===== config.mk =====
export PLATFORM = sky130hd
export DESIGN_NAME = cordic_vectoring
export DESIGN_NICKNAME = d
export VERILOG_FILES = /design/src/rtl/cordic_vectoring.sv
export SDC_FILE = /design/constraint.sdc
export NUM_CORES = 1
export LEC_CHECK = 0
export ABC_CLOCK_PERIOD_IN_PS = 11400
export CAP_MARGIN = 10
export CORE_MARGIN = 4
export CORE_UTILIZATION = 66
export CTS_CLUSTER_SIZE = 16
export DETAILED_ROUTE_END_ITERATION = 6
export GPL_TIMING_DRIVEN = 0
export PLACE_DENSITY = 0.82
export SLEW_MARGIN = 20
export SYNTH_ARGS = -nofsm -noshare
export SYNTH_HDL_FRONTEND = slang
export SYNTH_SLANG_ARGS = --single-unit

===== constraint.sdc =====
create_clock -name clk -period 11.4 [get_ports clk]
set_clock_uncertainty 0.05 [all_clocks]
set_input_delay 2.85 -clock clk [delete_from_list [all_inputs] [get_ports clk]]
set_output_delay 2.85 -clock clk [all_outputs]
set_load 0.005 [all_outputs]

===== src/rtl/cordic_vectoring.sv =====
`default_nettype none
// ============================================================================
//  Module      : cordic_vectoring
//  Description : Iterative vectoring-mode CORDIC; returns atan2(y, x) and the
//                gain-compensated magnitude of a Cartesian pair.
//  Revision    : 1.0 - initial release
// ============================================================================
module cordic_vectoring #(
    parameter int WIDTH = 16,
    parameter int ITER  = 16
) (
    input  logic             clk,
    input  logic             rst,
    input  logic             valid_in,
    input  logic [WIDTH-1:0] x_in,
    input  logic [WIDTH-1:0] y_in,
    output logic [WIDTH-1:0] angle_out,
    output logic             half_out,
    output logic [WIDTH-1:0] mag_out,
    output logic             valid_out,
    output logic             in_ack
);

    localparam int DW = WIDTH + 2;
    localparam int PW = DW + 17;

    localparam logic [2:0] c_st_idle  = 3'd0;
    localparam logic [2:0] c_st_pre   = 3'd1;
    localparam logic [2:0] c_st_iter  = 3'd2;
    localparam logic [2:0] c_st_scale = 3'd3;
    localparam logic [2:0] c_st_done  = 3'd4;

    localparam logic [3:0]  c_last_iter = 4'(ITER - 1);
    localparam logic [15:0] c_gain_inv  = 16'h4DBA;

    logic [2:0]           r_state;
    logic [2:0]           w_next;
    logic signed [DW-1:0] r_x;
    logic signed [DW-1:0] r_y;
    logic signed [DW-1:0] r_z;
    logic [3:0]           r_i;
    logic                 r_half;

    logic signed [DW-1:0] w_xs;
    logic signed [DW-1:0] w_ys;
    logic signed [DW-1:0] w_atan;
    logic                 w_xzero;
    logic [WIDTH-1:0]     w_yabs;
    logic [WIDTH-1:0]     w_special_angle;
    logic signed [PW-1:0] w_prod;
    logic signed [PW-1:0] w_mag_full;
    logic [WIDTH-1:0]     w_mag_sat;
    logic [WIDTH-1:0]     w_angle_sat;

    function automatic logic [15:0] atan_lut(input logic [3:0] idx);
        case (idx)
            4'd0:    atan_lut = 16'h4000;
            4'd1:    atan_lut = 16'h25C8;
            4'd2:    atan_lut = 16'h13F6;
            4'd3:    atan_lut = 16'h0A22;
            4'd4:    atan_lut = 16'h0516;
            4'd5:    atan_lut = 16'h028B;
            4'd6:    atan_lut = 16'h0145;
            4'd7:    atan_lut = 16'h00A2;
            4'd8:    atan_lut = 16'h0051;
            4'd9:    atan_lut = 16'h0029;
            4'd10:   atan_lut = 16'h0014;
            4'd11:   atan_lut = 16'h000A;
            4'd12:   atan_lut = 16'h0005;
            4'd13:   atan_lut = 16'h0003;
            4'd14:   atan_lut = 16'h0002;
            default: atan_lut = 16'h0001;
        endcase
    endfunction

    assign w_xs   = r_x >>> r_i;
    assign w_ys   = r_y >>> r_i;
    assign w_atan = $signed({2'b00, atan_lut(r_i)});

    // x = 0 is resolved at capture time: the angle is on an axis and |y| is exact
    assign w_xzero         = (x_in == '0);
    assign w_yabs          = y_in[WIDTH-1] ? (~y_in + 1'b1) : y_in;
    assign w_special_angle = (y_in == '0)    ? '0 :
                             y_in[WIDTH-1]   ? {1'b1, {(WIDTH-1){1'b0}}} :
                                               {1'b0, {(WIDTH-1){1'b1}}};

    assign w_prod     = r_x * $signed({1'b0, c_gain_inv});
    assign w_mag_full = w_prod >>> 15;
    assign w_mag_sat  = w_mag_full[PW-1]          ? '0 :
                        (|w_mag_full[PW-2:WIDTH]) ? '1 : w_mag_full[WIDTH-1:0];
    assign w_angle_sat = (&r_z[DW-1:WIDTH-1] || ~|r_z[DW-1:WIDTH-1]) ? r_z[WIDTH-1:0] :
                         r_z[DW-1] ? {1'b1, {(WIDTH-1){1'b0}}} : {1'b0, {(WIDTH-1){1'b1}}};

    always_ff @(posedge clk or posedge rst) begin
        if (rst) r_state <= c_st_idle;
        else     r_state <= w_next;
    end

    always_comb begin
        w_next = r_state;
        case (r_state)
            c_st_idle:  if (valid_in) w_next = w_xzero ? c_st_done : c_st_pre;
            c_st_pre:   w_next = c_st_iter;
            c_st_iter:  if (r_i == c_last_iter) w_next = c_st_scale;
            c_st_scale: w_next = c_st_done;
            // DONE always shows valid_out for at least one cycle before releasing
            c_st_done:  if (valid_out && !valid_in) w_next = c_st_idle;
            default:    w_next = c_st_idle;
        endcase
    end

    always_ff @(posedge clk or posedge rst) begin
        if (rst) begin
            r_x       <= '0;
            r_y       <= '0;
            r_z       <= '0;
            r_i       <= '0;
            r_half    <= 1'b0;
            angle_out <= '0;
            half_out  <= 1'b0;
            mag_out   <= '0;
            valid_out <= 1'b0;
            in_ack    <= 1'b0;
        end else begin
            case (r_state)
                c_st_idle: begin
                    valid_out <= 1'b0;
                    in_ack    <= valid_in;
                    if (valid_in) begin
                        r_x <= DW'($signed(x_in));
                        r_y <= DW'($signed(y_in));
                        if (w_xzero) begin
                            angle_out <= w_special_angle;
                            mag_out   <= w_yabs;
                            half_out  <= 1'b0;
                        end
                    end
                end
                c_st_pre: begin
                    in_ack <= 1'b0;
                    r_z    <= '0;
                    r_i    <= '0;
                    r_half <= r_x[DW-1];
                    if (r_x[DW-1]) begin
                        r_x <= -r_x;
                        r_y <= -r_y;
                    end
                end
                c_st_iter: begin
                    if (!r_y[DW-1]) begin
                        r_x <= r_x + w_ys;
                        r_y <= r_y - w_xs;
                        r_z <= r_z + w_atan;
                    end else begin
                        r_x <= r_x - w_ys;
                        r_y <= r_y + w_xs;
                        r_z <= r_z - w_atan;
                    end
                    r_i <= r_i + 4'd1;
                end
                c_st_scale: begin
                    mag_out   <= w_mag_sat;
                    angle_out <= w_angle_sat;
                    half_out  <= r_half;
                end
                c_st_done: begin
                    in_ack <= 1'b0;
                    if (!valid_out)     valid_out <= 1'b1;
                    else if (!valid_in) valid_out <= 1'b0;
                end
                default: begin
                    valid_out <= 1'b0;
                    in_ack    <= 1'b0;
                end
            endcase
        end
    end

endmodule
`default_nettype wire


== Yosys cells after proc, flatten, opt, wreduce, memory -nomap -nowiden ==
Memories as Yosys holds them, arrays and structs flattened.
Cells that the tools add are included.

* Register bits: 97
* Memory bits (read-only): 240
* Input port bits: 35
* Output and inout bits: 35
* Word-level logic and storage cells: 92
* Memories kept: 1

* Add/sub/neg operators: 10
* Multipliers: 1
* Equality and inequality tests: 10
* Shift operators: 2
* Mux-type cells: 36
* Bitwise logic cells: 1
* Reductions and logical operators: 19

{| class="wikitable"
|+ Memory list
! memory !! depth !! bits a word !! read ports !! clocked after memory_dff !! wr ports !! RTL line !! text
|-
| (name not given) || 16 || 15 || 1 || 0 || 0 || 56 || <nowiki>case (idx)</nowiki>
|}

{| class="wikitable"
|+ Operators by type and width
! cell !! number
|-
| 16-bit two-way mux || 11
|-
| 18-bit two-way mux || 7
|-
| 18-bit one-hot mux with 3 select lines || 2
|-
| 16-bit one-hot mux with 2 select lines || 2
|-
| 18-bit adder || 2
|-
| 18-bit negator || 2
|-
| 18-bit one-hot mux with 2 select lines || 1
|-
| 18-bit by 4-bit >>> shifter with 18-bit output || 2
|-
| 18-bit subtractor || 2
|-
| 18-bit by 15-bit multiplier with 33-bit output, second input constant || 1
|-
| 16-bit zero test || 2
|-
| 18-bit by 17-bit adder with 18-bit output || 1
|-
| 18-bit by 17-bit subtractor with 18-bit output || 1
|-
| 16-bit by 1-bit adder with 16-bit output, second input constant || 1
|-
| 16-bit inverter || 1
|-
| 3-bit one-hot mux with 5 select lines || 1
|-
| 3-bit two-way mux || 4
|-
| 3-bit AND reduction || 4
|-
| 2-bit != test, second input constant || 5
|-
| 4-bit one-hot mux with 2 select lines || 1
|-
| 3-bit by 2-bit == test with 1-bit output, second input constant || 2
|-
| 1-bit one-hot mux with 2 select lines || 3
|-
| 3-bit OR reduction || 2
|-
| 4-bit by 1-bit adder with 4-bit output, second input constant || 1
|-
| 13 further kinds || 18
|}

== Longest topological paths before layout ==
Gate-level depths: netlist of run 1.

* Depth after elaboration: 6
* Gate-level depth with buffers: 23
* Mapped depth without buffers: 22

== Least setup slack after synthesis of run 1 ==
OpenSTA, ideal clock, no wires.

* Path kind: reg2reg
* From: reg r_x[7]
* To: reg mag_out[15]
* Setup time: 0.135 ns
* Arrival time: 6.178 ns
* Data required time: 11.215 ns
* Path slack: 5.038 ns
* Cell stages (with the launch flop): 23
* Clock period less this slack: 6.362 ns
* Cells stage by stage: dfrtp_1 inv_1 ha_1 inv_1 fa_1 fa_1 fa_1 inv_1 fa_1 inv_1 fa_1 inv_1 ha_1 o21a_1 or2_2 a31oi_1 a21oi_1 o21a_1 o41ai_2 mux2i_1 nor3_1 clkbuf_1 o21ai_0

* Cells in the longest elaborated chain, start to end: 5

{| class="wikitable"
|+ Ends and longest elaborated chain
! element !! RTL line !! text
|-
| start: declaration || 38 || <nowiki>logic signed [DW-1:0] r_x;</nowiki>
|-
| start signal: assignment || 130 || <nowiki>r_x <= DW'($signed(x_in));</nowiki>
|-
| start signal: assignment || 145 || <nowiki>r_x <= -r_x;</nowiki>
|-
| start signal: assignment || 151 || <nowiki>r_x <= r_x + w_ys;</nowiki>
|-
| 18-bit by 15-bit multiplier with 33-bit output (*) || 87 || <nowiki>assign w_prod = r_x * $signed({1'b0, c_gain_inv});</nowiki>
|-
| 4-bit OR reduction || 90 || <nowiki>(|w_mag_full[PW-2:WIDTH]) ? '1 : w_mag_full[WIDTH-1:0];</nowiki>
|-
| 16-bit two-way mux || 90 ||
|-
| 16-bit two-way mux (*) || 89 || <nowiki>assign w_mag_sat = w_mag_full[PW-1] ? '0 :</nowiki>
|-
| 16-bit one-hot mux with 2 select lines (*) || 125 || <nowiki>case (r_state)</nowiki>
|-
| end signal: assignment || 134 || <nowiki>mag_out <= w_yabs;</nowiki>
|-
| end signal: assignment || 162 || <nowiki>mag_out <= w_mag_sat;</nowiki>
|-
| end: declaration || 19 || <nowiki>output logic [WIDTH-1:0] mag_out,</nowiki>
|}

Mark *: on every way between the ends. The rest lies on a longest branch, timed or not.
A chain may end at the register's enable or synchronous reset.

== Worst setup path after layout of run 1 ==
* From: reg r_x[8]
* To: reg mag_out[15]

The elaborated chain is that of the path after synthesis.

==> run metrics, run 1 <==
first-pass GRT wire length=79800 µm; CP required=11.59 ns; Post-synth EDFFs=0; port bufs=68; Worst R2R Start=r_x[8]; Yosys top cell area share=0.150; crit path from=r_x[8]; CTS resizes=0; die area=27200 µm²; area of the multi-input gates=12400 µm²; critical path capture point type=register; Setup CP Type=register to register; GRT busiest layer=met2; met3 Use GR=0.103; post-synthesis area per instance=8.53 µm²; Worst path max stage delay=0.73 ns; Die X=165 µm; Synth Register Bits=97; Synth Area in Adders=0.294; synth top area cells=dfrtp_1, fa_1, ha_1, inv_1, a21oi_1; most frequent cells in the layout=inv_1, ha_1, a21oi_1; Max clock buf depth=2; Hold WC Path Type=register to register; post-synthesis async set-or-reset flop share=1.00; post-synthesis simple-gate area fraction=0.134; multiplexer area fraction after synthesis=0.0856; H-tree depth=3; Chip Height=165 µm; Clock Pin Slew Worst Setup and Hold Paths=0.09 ns; sequential cell area=2430 µm²; DP Area=17300 µm²; CTS tree=done; max-cap viol count=0; Max FO, Critical Path=12; Cells after Synth=1902; status=finished clean; FP Rows=57; CP top delay family=adder cells; slew margin rel.=0.257; Netlist Area Pre-Place=16200 µm²; number of diodes=0; Post-Synth XOR/XNOR Area=0.0663; Initial Util=0.669; WP depth=22; final core occ=0.729; core box area=24200 µm²; via count=15200; Yosys cell types=87; Post-CTS Setup Bufs=0; number of synthesis warnings=0; Seq/Total Area, Yosys=0.150; initial antenna violation count=0; final non-filler cell area=17700 µm²; Total Wirelength=51200 µm; FMAX=124 MHz; fin. max-slew vios=0; fin crit period=8.08 ns; vias in the first global route=14700; CTS root buffer=clkbuf_16; final net count=2325; hpwl dp=41000 µm; largest family of logic cells by synthesized area=adder cells; grt ovf=0; met1 Use GR=0.538; unrepaired setup endpoints after global routing=false; Syn Nets=2245; I/O pins=70; Initial DRT Pass Iterations=7; setup TNS=0 ns; total CTS buffers=9; routed len/inst=22.2 µm; Synth Area in Compound Gates=0.185; GRT Overall Usage=0.383; Buf+Inv Stages, Crit Path=6; cell chain of the critical path=inv_1 -> ha_1 -> inv_1 -> fa_1 -> inv_1 -> fa_1 -> fa_1 -> fa_1 -> inv_1 -> fa_1 -> inv_1 -> ha_1 -> a21oi_1 -> o21ai_0 -> a31oi_1 -> a21oi_1 -> o21a_1 -> o41ai_2 -> mux2i_1 -> nor3_1 -> clkbuf_1 -> o21ai_0; worst slew pin tran=1.11 ns; placed insts=2295; via/cell ratio=6.57; P&R area growth vs syn=8.91%; met2 usage=0.572; Main synth FF type=dfrtp_1; cts hold-fix bufs=0; commonest non-fill, non-tap cell in the layout=inv_1; drt drc=0; critical path's slowest cell=dfrtp_1; biggest area consumer among synthesized cells=dfrtp_1; Finished Layout Cells=2311; Worst-Skew Late Latency=0.37 ns; reg2reg path depth=22; Hold Path Origin=r_half; largest net degree at the start of global routing=56; crit path DAT=8.27 ns; fillcell total=1940; Hold Vio Cnt, Final=0; routability congestion estimate=0.990; count of final setup violators=0; clk sinks=97; post-route antenna net violation count=0; Detailed Route Iter0 Violations=2027; part of the cycle the worst path needs=0.709; layout cells sized above 1=0.0473; hold depth=2; Startpoint Class=register
==> state kept, by name (all words and copies together), names as in the netlist <==
register   flops
mag_out       16
in_ack         1
r_state        3
angle_out     16
r_z           18
r_half         1
r_x           18
r_y           18
valid_out      1
r_i            4
half_out       1
==> per-stage QoR <==
step | hold WS [ns] | setup slack (ns)
after detailed placement | 0.441 | 3.57
after CTS | 0.467 | 3.53
after floorplan | 0.397 | 5.04
after global placement | 0.444 | 3.64
final | 0.472 | 3.32
after global routing | 0.489 | 2.89
==> routing by layer <==
metal / part of all wire / wire length [µm]
met4: 0.040 / 2050
met2: 0.43 / 22000
met5: 0 / 0
met3: 0.13 / 6720
met1: 0.40 / 20500
==> kinds of logic after synthesis <==
group,after synthesis
xor gates and xnor gates,122
and+or+nand+nor,441
DFF,97
AOI/OAI and AO/OA,478
muxes,94
adders and majority gates,308
buffers and inverters,362
==> final cells by class <==
type / count / area share
buffer: 84 / 0.0197
clock buffer: 9 / 0.0127
clock inverter: 7 / 0.00574
inverter: 278 / 0.0593
multi-input combinational: 1443 / 0.702
sequential: 97 / 0.137
tap: 324 / 0.0229
timing repair buffer: 69 / 0.0401
==> synth_stat cells (17+ instances only) <==
| library cell | count |
|---|---|
| nand3_1 | 22 |
| a211oi_1 | 17 |
| nor2_1 | 134 |
| o22ai_1 | 17 |
| inv_1 | 276 |
| mux2i_1 | 44 |
| a21o_1 | 20 |
| xor2_1 | 54 |
| xnor2_1 | 67 |
| a31oi_1 | 19 |
| ha_1 | 187 |
| mux4_2 | 26 |
| nor3_1 | 42 |
| a21oi_1 | 143 |
| o21ai_0 | 116 |
| dfrtp_1 | 97 |
| fa_1 | 121 |
| clkbuf_1 | 61 |
| nand2_1 | 108 |
| o21a_1 | 21 |
| and3_1 | 18 |
| nand2b_1 | 19 |
==> path summary, 6_finish.rpt <==
kind	slack, ns	to
setup reg to reg	3.32	mag_out[15]
setup / recovery	3.32	mag_out[15]
min in group asynchronous	2.86	angle_out[9]
max in group asynchronous	7.82	r_x[4]
hold / removal	0.47	r_half
hold reg to reg	0.47	r_half
==> worst reg2reg max path, stage by stage, from the launching register on <==
cell	delay, ns
dfrtp_1	0.73
inv_1	0.26
ha_1	0.38
inv_1	0.09
fa_1	0.53
inv_1	0.05
fa_1	0.50
fa_1	0.53
fa_1	0.54
inv_1	0.05
fa_1	0.52
inv_1	0.04
ha_1	0.43
a21oi_1	0.19
o21ai_0	0.10
a31oi_1	0.47
a21oi_1	0.25
o21a_1	0.29
o41ai_2	0.52
mux2i_1	0.15
nor3_1	0.72
clkbuf_1	0.39
o21ai_0	0.16
Power of run 1 is not shown: default switching activity piles up to over one toggle a cycle in this logic, so the estimate is an artifact.
==> run 2: changes to the inputs <==
ABC_CLOCK_PERIOD_IN_PS = 7360   (was 11400)
CORE_UTILIZATION = 58   (was 66)
PLACE_DENSITY = 0.76   (was 0.82)
clock period = 7.36 ns   (was 11.4 ns; I/O delays follow)
==> run 2 against run 1 <==
- the flow now finishes with violations (DRC)
- die area grew 13%
- maximum frequency grew 13%
- via count shrank 1.6%
- highest routed layer unchanged
==> run metrics, run 2 (synthesis results as in run 1) <==
status=finished with violations; failing checks=DRC; I/O pins=70; FMAX=139 MHz; Max FO, Critical Path=11; worst hold slack=0.482 ns; count of final setup violators=0; fin crit period=7.17 ns; WP depth=22; crit path from=r_x[13]; critical path capture point type=register; Critical Path Sink=mag_out[8]; sequential cell area=2440 µm²; Clock Pin Slew Worst Setup and Hold Paths=0.08 ns; Finished Layout Cells=2361; FP Rows=60; fillcell total=2285; Hold Vio Cnt, Final=0; core box area=27300 µm²; initial antenna violation count=0; reg2reg path depth=22; Chip Height=175 µm; part of the cycle the worst path needs=0.974; biggest regs=r_x x18, r_y x18, r_z x18; worst slew pin tran=1.16 ns; reg-to-reg setup timing slack=0.19 ns; cell chain of the critical path=inv_1 -> ha_1 -> inv_1 -> fa_1 -> inv_1 -> fa_1 -> fa_1 -> fa_1 -> inv_1 -> fa_1 -> inv_1 -> ha_1 -> a21o_1 -> a21oi_1 -> o221ai_1 -> o21a_1 -> o41ai_4 -> nand4_1 -> buf_4 -> clkbuf_1 -> a21oi_1 -> o21ai_0; final net count=2327; fin. max-slew vios=0; largest net degree at the start of global routing=51; Initial DRT Pass Iterations=7; total CTS buffers=9; routed len/inst=21.7 µm; routability congestion estimate=1.01; hpwl dp=40900 µm; most frequent cells in the layout=inv_1, ha_1, a21oi_1; Initial Util=0.595; Buf+Inv Stages, Crit Path=7; FF-to-FF End=mag_out[8]; drt drc=1; post-route antenna net violation count=0; GRT Overall Usage=0.335; pre-CTS setup slack=-0.530 ns; Total Wirelength=51300 µm; Final WS setup=0.191 ns; clk sinks=97; vias in the first global route=14800; Worst path max stage delay=0.76 ns; Hold WC Path Type=register to register; Die X=175 µm; CP top delay family=adder cells; grt ovf=0; area of the multi-input gates=12500 µm²; Setup CP Type=register to register; critical path's slowest cell=dfrtp_1; number of diodes=0; via count=15000; max-cap viol count=0; commonest non-fill, non-tap cell in the layout=inv_1; first-pass GRT wire length=81700 µm; CTS tree=done; Startpoint Class=register; Worst-Skew Late Latency=0.37 ns; CTS root buffer=clkbuf_16; die area=30700 µm²; Worst R2R Start=r_x[13]; P&R area growth vs syn=9.77%; Detailed Route Iter0 Violations=1549; slew margin rel.=0.228; CP required=7.55 ns; setup TNS=0 ns; layout cells sized above 1=0.0563; placed insts=2343; via/cell ratio=6.33; H-tree depth=3; Max clock buf depth=2; crit path DAT=7.36 ns; port bufs=68
[run 2: area by class of cell]
cell class,count,share of cell area
Clock inverter,7,0.00527
Buffer,84,0.0197
Timing Repair Buffer,71,0.0406
Clock buffer,9,0.0126
Sequential cell,97,0.137
Inverter,278,0.0589
Tap cell,372,0.0261
Multi-Input combinational cell,1443,0.700
[run 2: routing by layer]
layer | global-route usage | part of all wire
met5 | 0 | 0
met4 | 0.130 | 0.045
met3 | 0.0811 | 0.11
met1 | 0.479 | 0.42
met2 | 0.494 | 0.42
[run 2: worst register-to-register path, stage by stage (launching register included)]
cell      delay, ns
dfrtp_1        0.76
inv_1          0.20
ha_1           0.42
inv_1          0.08
fa_1           0.53
inv_1          0.05
fa_1           0.51
fa_1           0.44
fa_1           0.54
inv_1          0.06
fa_1           0.55
inv_1          0.05
ha_1           0.38
a21o_1         0.18
a21oi_1        0.21
o221ai_1       0.21
o21a_1         0.30
o41ai_4        0.41
nand4_1        0.19
buf_4          0.21
clkbuf_1       0.21
a21oi_1        0.39
o21ai_0        0.14
[run 2: how the worst min path moves through the flow]
| stage | to | slack (ns) | startpoint | cells past startpoint |
|---|---|---|---|---|
| after floorplan | r_half | 0.40 | r_half | 2 |
| after global placement | mag_out[11] | 0.45 | mag_out[11] | 2 |
| after detailed placement | r_z[2] | 0.46 | r_z[2] | 2 |
| after CTS | r_z[2] | 0.48 | r_z[2] | 2 |
| after global routing | mag_out[15] | 0.51 | mag_out[15] | 2 |
| final | r_z[2] | 0.48 | r_z[2] | 2 |
[run 2: through the flow]
step	instance area [µm²]	utilization
detailed placement	17400	0.639
global route	17800	0.654
CTS	17800	0.652
finish	17800	0.654
floorplan	16200	-
global placement	17400	0.637
[run 2: repair_timing]
action,in CTS,in global routing
setup endpoints to repair,16,15
resized for setup,13,10
buffers inserted,0,2
hold buffers,0,0
pin swaps,1,2
Power of run 2 is left out for the same reason.
==> run 3: changes to the inputs <==
CORE_UTILIZATION = 42   (was 58)
PLACE_DENSITY = 0.57   (was 0.76)
SLEW_MARGIN = 0   (was 20)
==> run 3 against run 2 <==
- the flow now finishes without violations
- clock-buffer cell count unchanged
- wire length grew 5.9%
- sequential share of layout area fell by 0.13 points
- worst hold slack worse by 0.0040 ns
- via count shrank 3.8%
- die area grew 36%
- sequential cell count is the same
- design area increased by 0.95%
- global-route usage is 7.4 points lower
- core utilization shrank 18 points
- first-iteration DRC count fell by 20%
- critical path type unchanged
- critical endpoint is now mag_out[5]
==> run metrics, run 3 (synthesis results as in run 1) <==
fin crit period=7.05 ns; Buf+Inv Stages, Crit Path=6; critical path capture point type=register; I/O pins=70; status=finished clean; Max FO, Critical Path=13; Chip Height=205 µm; routed len/inst=21.7 µm; Initial DRT Pass Iterations=6; critical path's slowest cell=dfrtp_2; GRT Overall Usage=0.261; first-pass GRT wire length=84500 µm; final net count=2332; die area=41800 µm²; CTS root buffer=clkbuf_16; Total Wirelength=54400 µm; CP top delay family=adder cells; worst slew pin tran=1.04 ns; setup TNS=0 ns; routability congestion estimate=0.969; slew margin rel.=0.308; GRT busiest layer=met2; met3 Use GR=0.0329; H-tree depth=3; biggest regs=r_x x18, r_y x18, r_z x18; Setup CP Type=register to register; total CTS buffers=9; FP Rows=71; P&R area growth vs syn=10.8%; max-cap viol count=0; largest net degree at the start of global routing=65; cell chain of the critical path=inv_1 -> ha_1 -> inv_1 -> fa_1 -> fa_1 -> fa_1 -> inv_1 -> fa_1 -> inv_1 -> fa_1 -> inv_1 -> ha_1 -> o21a_1 -> or2_2 -> a31oi_1 -> a21oi_1 -> o21a_1 -> o41ai_4 -> mux2i_1 -> nor3_4 -> clkbuf_2 -> o22ai_1; commonest non-fill, non-tap cell in the layout=inv_1; via/cell ratio=5.74; layout cells sized above 1=0.0577; Worst path max stage delay=0.58 ns; post-route antenna net violation count=0; FMAX=142 MHz; Startpoint Class=register; fin. max-slew vios=0; met1 Use GR=0.375; unrepaired setup endpoints after global routing=false; Hold Vio Cnt, Final=0; via count=14400; Clock Pin Slew Worst Setup and Hold Paths=0.09 ns; grt ovf=0; CP required=7.57 ns; Hold WC Path Type=register to register; Max clock buf depth=2; hpwl dp=44100 µm; most frequent cells in the layout=inv_1, ha_1, a21oi_1; clk sinks=97; number of diodes=0; Worst-Skew Late Latency=0.38 ns; vias in the first global route=14400; part of the cycle the worst path needs=0.957; CTS tree=done; count of final setup violators=0; drt drc=0; initial antenna violation count=1; Die X=205 µm; met2 usage=0.406; Detailed Route Iter0 Violations=1236; core box area=37800 µm²; fillcell total=3790; port bufs=68; crit path DAT=7.25 ns; Initial Util=0.429
## run 3: cell types whose count changed in the layout (fill, tap and decap cells not counted), sizes merged
cell,previous run,this run
inv,283,281
clkinv,2,4
buf,25,30
## run 3: path summary, 6_finish.rpt
| path | startpoint | endpoint | slack [ns] | depth (start not counted) |
|---|---|---|---|---|
| setup / recovery | r_x[6] | mag_out[5] | 0.31 | 22 |
| hold / removal | mag_out[15] | mag_out[15] | 0.48 | 2 |
| setup reg to reg | r_x[6] | mag_out[5] | 0.31 | 22 |
| hold reg to reg | mag_out[15] | mag_out[15] | 0.48 | 2 |
| max in group asynchronous | rst | r_y[2] | 4.60 | 3 |
| min in group asynchronous | rst | mag_out[0] | 1.92 | 2 |
## run 3: cell type report
type / count / area [µm²] / area share
multi-input combinational: 1443 / 12400 / 0.692
sequential: 97 / 2440 / 0.136
inverter: 278 / 1050 / 0.0582
timing repair buffer: 76 / 753 / 0.0419
tap: 511 / 639 / 0.0356
buffer: 84 / 350 / 0.0195
clock buffer: 9 / 225 / 0.0125
clock inverter: 7 / 81.3 / 0.00452
## run 3: tightest hold or removal path, delay by kind of cell, from the launching register on
family	cells	cell delay, ns
flip-flops	1	0.37
AO/OA/AOI/OAI	2	0.12
## run 3: stage by stage
| step | worst slack (ns) | hold WS [ns] | util | cell area (µm²) | std cells |
|---|---|---|---|---|---|
| finish | 0.314 | 0.478 | 0.475 | 18000 | 2505 |
| global route | 0.000709 | 0.501 | 0.475 | 18000 | 2505 |
| floorplan | 0.998 | 0.397 | - | 16200 | 1902 |
| detailed placement | -0.399 | 0.452 | 0.464 | 17600 | 2482 |
| CTS | 0.0331 | 0.478 | 0.473 | 17900 | 2498 |
| global placement | -0.411 | 0.438 | 0.464 | 17500 | 2481 |
## run 3: timing repair
item | in CTS | in global routing
buffers inserted | 0 | 7
resized for setup | 11 | 8
pin swaps | 0 | 1
hold buffers | 0 | 0
setup endpoints to repair | 16 | 12
hold endpoints to repair | 0 | 0
## run 3: metal layers
| metal | vias to the layer above | share of wire |
|---|---|---|
| li1 | 6813 | - |
| met5 | - | 0 |
| met3 | 103 | 0.061 |
| met2 | 483 | 0.45 |
| met4 | 0 | 0.037 |
| met1 | 6992 | 0.45 |
Power of run 3 is left out for the same reason.
